## src/rtl/quad_pkg.sv

```systemverilog
// Shared definitions for the quadrature step generator: phase encodings,
// transition codes, direction values and the Gray-code transition decoder.
package quad_pkg;

    localparam logic [1:0] PH_00 = 2'b00;
    localparam logic [1:0] PH_01 = 2'b01;
    localparam logic [1:0] PH_11 = 2'b11;
    localparam logic [1:0] PH_10 = 2'b10;

    typedef enum logic [1:0] {
        T_NONE,
        T_FWD,
        T_REV,
        T_ILLEGAL
    } trans_t;

    localparam logic DIR_UP = 1'b1;
    localparam logic DIR_DN = 1'b0;

    // Forward order is 00 -> 01 -> 11 -> 10 -> 00; any single-bit change
    // that is not the forward successor is therefore the reverse one.
    function automatic trans_t decode_trans(input logic [1:0] prev, input logic [1:0] cur);
        trans_t t;
        if (prev == cur) begin
            t = T_NONE;
        end else if ((prev ^ cur) == 2'b11) begin
            t = T_ILLEGAL;
        end else begin
            case (prev)
                PH_00:   t = (cur == PH_01) ? T_FWD : T_REV;
                PH_01:   t = (cur == PH_11) ? T_FWD : T_REV;
                PH_11:   t = (cur == PH_10) ? T_FWD : T_REV;
                default: t = (cur == PH_00) ? T_FWD : T_REV;
            endcase
        end
        return t;
    endfunction

endpackage

```

## src/rtl/chan_filter.sv

```systemverilog
// One encoder channel: multi-flop synchronizer followed by a debounce filter
// that accepts a new level only after it persists for FILT_CYCLES cycles.
module chan_filter #(
    parameter int SYNC_STAGES = 2,
    parameter int FILT_CYCLES = 4
) (
    input  logic clk,
    input  logic reset,
    input  logic raw,
    output logic filt
);

    localparam int CW = $clog2(FILT_CYCLES + 1);
    localparam logic [CW-1:0] CNT_LAST = CW'(FILT_CYCLES - 1);

    logic [SYNC_STAGES-1:0] sync_q;
    logic [CW-1:0]          cnt;
    logic                   synced;

    always_ff @(posedge clk) begin
        if (reset) begin
            sync_q <= '0;
        end else begin
            sync_q <= {sync_q[SYNC_STAGES-2:0], raw};
        end
    end

    assign synced = sync_q[SYNC_STAGES-1];

    // The counter tracks how long the synced level has disagreed with the
    // accepted level; the cycle it would hit FILT_CYCLES is the acceptance.
    always_ff @(posedge clk) begin
        if (reset) begin
            filt <= 1'b0;
            cnt  <= '0;
        end else if (synced != filt) begin
            if (cnt == CNT_LAST) begin
                filt <= synced;
                cnt  <= '0;
            end else begin
                cnt <= cnt + CW'(1);
            end
        end else begin
            cnt <= '0;
        end
    end

endmodule

```

## src/rtl/quad_step_gen.sv

```systemverilog
// Quadrature front end: filters both encoder channels, decodes Gray-code
// transitions and emits one counter step per DETENT_DIV same-direction moves.
module quad_step_gen
    import quad_pkg::*;
#(
    parameter int SYNC_STAGES = 2,
    parameter int FILT_CYCLES = 4,
    parameter int DETENT_DIV  = 4
) (
    input  logic clk,
    input  logic reset,
    input  logic enc_a,
    input  logic enc_b,
    output logic count_en,
    output logic count_up1_dwn0,
    output logic step_err
);

    localparam logic signed [3:0] ACC_MAX = 4'(DETENT_DIV - 1);
    localparam logic signed [3:0] ACC_MIN = -ACC_MAX;

    logic              a_f;
    logic              b_f;
    logic [1:0]        cur;
    logic [1:0]        prev;
    trans_t            trans_q;
    logic signed [3:0] acc;

    chan_filter #(.SYNC_STAGES(SYNC_STAGES), .FILT_CYCLES(FILT_CYCLES)) u_filt_a (
        .clk   (clk),
        .reset (reset),
        .raw   (enc_a),
        .filt  (a_f)
    );

    chan_filter #(.SYNC_STAGES(SYNC_STAGES), .FILT_CYCLES(FILT_CYCLES)) u_filt_b (
        .clk   (clk),
        .reset (reset),
        .raw   (enc_b),
        .filt  (b_f)
    );

    assign cur = {a_f, b_f};

    // The decoded transition is registered so the accumulator works from a
    // clean flop, which sets the overall input-to-step latency.
    always_ff @(posedge clk) begin
        if (reset) begin
            prev    <= PH_00;
            trans_q <= T_NONE;
        end else begin
            prev    <= cur;
            trans_q <= decode_trans(prev, cur);
        end
    end

    always_ff @(posedge clk) begin
        if (reset) begin
            acc            <= '0;
            count_en       <= 1'b0;
            count_up1_dwn0 <= DIR_DN;
            step_err       <= 1'b0;
        end else begin
            count_en <= 1'b0;
            step_err <= 1'b0;
            case (trans_q)
                T_FWD: begin
                    if (acc == ACC_MAX) begin
                        acc            <= '0;
                        count_en       <= 1'b1;
                        count_up1_dwn0 <= DIR_UP;
                    end else begin
                        acc <= acc + 4'sd1;
                    end
                end
                T_REV: begin
                    if (acc == ACC_MIN) begin
                        acc            <= '0;
                        count_en       <= 1'b1;
                        count_up1_dwn0 <= DIR_DN;
                    end else begin
                        acc <= acc - 4'sd1;
                    end
                end
                T_ILLEGAL: begin
                    acc      <= '0;
                    step_err <= 1'b1;
                end
                default: begin
                end
            endcase
        end
    end

endmodule

```

## config.mk

```make
export PLATFORM = sky130hd
export DESIGN_NAME = quad_step_gen
export DESIGN_NICKNAME = d
export VERILOG_FILES = /design/src/rtl/quad_pkg.sv /design/src/rtl/chan_filter.sv /design/src/rtl/quad_step_gen.sv
export SDC_FILE = /design/constraint.sdc
export NUM_CORES = 1
export LEC_CHECK = 0
export BUFFER_PORTS_ARGS = -buffer_cell sky130_fd_sc_hd__buf_2
export CORE_MARGIN = 2
export CORE_UTILIZATION = 40
export CTS_CLUSTER_DIAMETER = 60
export CTS_CLUSTER_SIZE = 14
export DETAILED_ROUTE_END_ITERATION = 16
export HOLD_SLACK_MARGIN = 0.02
export PLACE_DENSITY = 0.53
export SYNTH_ARGS = -nofsm -noshare
export SYNTH_HDL_FRONTEND = slang
export SYNTH_SLANG_ARGS = --single-unit
export TNS_END_PERCENT = 30
```

## constraint.sdc

```tcl
create_clock -name clk -period 2.6 [get_ports clk]
set_input_delay 0.13 -clock clk [delete_from_list [all_inputs] [get_ports clk]]
set_output_delay 0.13 -clock clk [all_outputs]
set_load 0.005 [all_outputs]
```

==> impl_metrics.py <==
metrics = {
    "finish": {
        "diodes": 0,
        "layout.nets": 140,
        "drive_gt1_share_pct": 8.87,
        "post-route-util_pct": 46.6,
        "area_growth_pct": 7.81,
        "final_cell_count_no_fill": 154,
        "final_cell_mix": "dfxtp_1, nor2_1, ha_1, inv_1, a21oi_1",
        "layout_commonest_cell": "dfxtp_1",
    },
    "synth": {
        "yosysTopAreaCellShare_pct": 42.3,
        "synth_area_per_cell_um2": 9.16,
        "synth_area_leader_cell": "dfxtp_1",
        "synth-edff-count": 0,
        "yosysSeqAreaShare_pct": 42.3,
        "synth_area_um2": 1090,
        "ys_warn_count": 0,
        "synth_fp_nets": 134,
        "ys_types": 28,
        "synth_ff_type": "dfxtp_1",
        "synth.area.top_cells": "dfxtp_1, ha_1, nor2_1",
        "synthCells": 119,
        "async_reset_ff_share_pct": 0,
        "ys_ff_latch": 23,
    },
    "worst_setup_path": {
        "worstSetupStartpointType": "flip-flop",
        "reg2reg_depth": 6,
        "path_class": "flip-flop to flip-flop",
        "r2r_setup_slack_ns": 0.73,
        "rr_startpoint": "trans_q[0]",
        "worst-endpoint-required_ns": 2.84,
        "arrival_ns": 2.11,
        "cp_max_fo": 11,
        "end_kind": "flip-flop",
        "r2r_end": "acc[3]",
    },
    "placed_design": {
        "gp_congestion": 0.739,
        "dp_slack_ns": 0.769,
        "dp_cells": 148,
        "io_buffers": 6,
        "dp_hpwl_um": 1200,
    },
    "power_and_ir_drop": {
        "total_leakage_power_nw": 0.434,
        "power.density_nw_per_um2": 462,
        "ir_drop_v": 0.000445,
    },
    "clock_network": {
        "cts.sinks": 23,
        "post_cts_buffers": 0,
        "cts-root-buf": "clkbuf_4",
        "cts_buffers": 3,
        "cts_tree": "built",
        "cts_resized": 0,
        "cts_buffer_depth": 2,
        "clkLatencyLatePin_ns": 0.31,
        "h-tree-depth": 1,
        "clk_pin_slew_ns": 0.13,
        "cts_hold_buf": 2,
    },
    "route": {
        "routed_wl_um": 1680,
        "drt_iter0_drc": 12,
        "vias": 786,
        "wire_per_inst_um": 10.9,
        "antenna_left": 0,
        "drc": 0,
        "drt_first_pass_iters": 4,
        "avgViaCountPerCell": 5.10,
    },
    "timing": {
        "holdWs_ns": 0.180,
        "rsz0062_at_grt": "false",
        "skew_ns": 0.00185,
        "drv_slew": 0,
        "max_slew.worst_pin.slew_ns": 0.336,
        "tns_ns": 0,
        "min_period_over_period_pct": 71.8,
        "setup_ws_ns": 0.734,
        "setup_viol_count_final": 0,
        "final-hold-violation-count": 0,
        "fmax_ghz": 0.536,
        "max_slew_margin_pct": 77.6,
        "min_period_ns": 1.87,
    },
    "hold_path": {
        "hold_class": "primary input to flip-flop",
        "hold_start": "reset",
        "holdPathStages": 2,
        "min_to": "u_filt_a.filt",
    },
    "grt": {
        "grt_pass1_vias": 749,
        "grtUsageTotal_pct": 11.9,
        "grt_max_degree": 21,
        "grt_pass1_wl_um": 3000,
        "antenna_found_initial": 0,
        "grt_overflow": 0,
    },
    "floorplanning": {
        "core.rowCount": 18,
        "die_w_um": 56.2,
        "fp.dieArea_um2": 3160,
        "ios": 7,
        "initial_core_util_pct": 43.2,
        "die_y_um": 56.2,
        "coreArea_um2": 2520,
    },
    "flow_run": {
        "max_cap_viol_count": 0,
    },
    "outcome": {
        "status": "finished, final reports clean",
    },
}
==> flip-flops by register name (all words and copies together) (netlist names) <==
register and cells:
acc 4, u_filt_a.cnt 3, u_filt_b.cnt 3, prev 2
trans_q 2, u_filt_a.sync_q 2, u_filt_b.sync_q 2, count_en 1
count_up1_dwn0 1, step_err 1, u_filt_a.filt 1, u_filt_b.filt 1
==> per-layer routing <==
metal  vias up  wire [µm]  global-route usage [%]
met5         -          0                       0
met4         0         15                    2.04
met3         2         58                    4.88
met2         9        774                    20.0
met1       366        831                    14.4
li1        409          -                       -
==> cells by family after synthesis <==
group	share of synthesized area (%)
simple gates	18.5
flops	42.3
compound gates	13.1
buf+inv	6.43
fa+ha+maj	12.6
mux	5.51
xor+xnor	1.61
==> how the worst max path moves through the flow <==
stage	endpoint	start	slack (ns)
5_1_grt	acc[3]	trans_q[0]	0.61
6_report	acc[3]	trans_q[0]	0.73
3_5_place_dp	acc[3]	trans_q[0]	0.77
4_1_cts	acc[3]	trans_q[0]	0.73
3_3_place_gp	acc[3]	trans_q[0]	0.82
2_1_floorplan	acc[3]	trans_q[0]	0.99
==> cell usage after synthesis (all sizes together) (2+ instances only) <==
cell type	n
nand4	2
mux2i	6
a21oi	8
nor2b	7
inv	10
nand2b	2
buf	3
dfxtp	23
xnor2	2
clkbuf	4
nand2	4
o21ai	2
ha	11
nor2	17
a211oi	5
or3	2
==> layout make-up <==
type | instances | area (µm²)
Inverter | 10 | 37.5
Tap cell | 30 | 37.5
Timing Repair Buffer | 8 | 50.0
Fill cell | 262 | 1350
Clock inverter | 1 | 7.51
Clock buffer | 3 | 22.5
Sequential cell | 23 | 460
Multi-Input combinational cell | 79 | 559
==> critical path, cell delays in order (launching register included) <==
cell	delay, ns
dfxtp_1	0.39
inv_1	0.07
ha_1	0.31
or3b_1	0.41
o31a_1	0.25
o22a_1	0.18
o32ai_2	0.18
==> through the flow <==
stage | instance area, µm² | total power, W
after floorplan | 1090 | 0.000374
after global placement | 1120 | 0.000377
after detailed placement | 1120 | 0.000378
after CTS | 1170 | 0.000553
after global routing | 1170 | 0.000573
final | 1170 | 0.000543
==> power by group <==
part           internal [W]  switching (W)  total (W)
combinational    0.00000717     0.00000694  0.0000141
clock             0.0000587       0.000113   0.000171
sequential         0.000356     0.00000160   0.000358
Power figures use the tool's default switching activity.
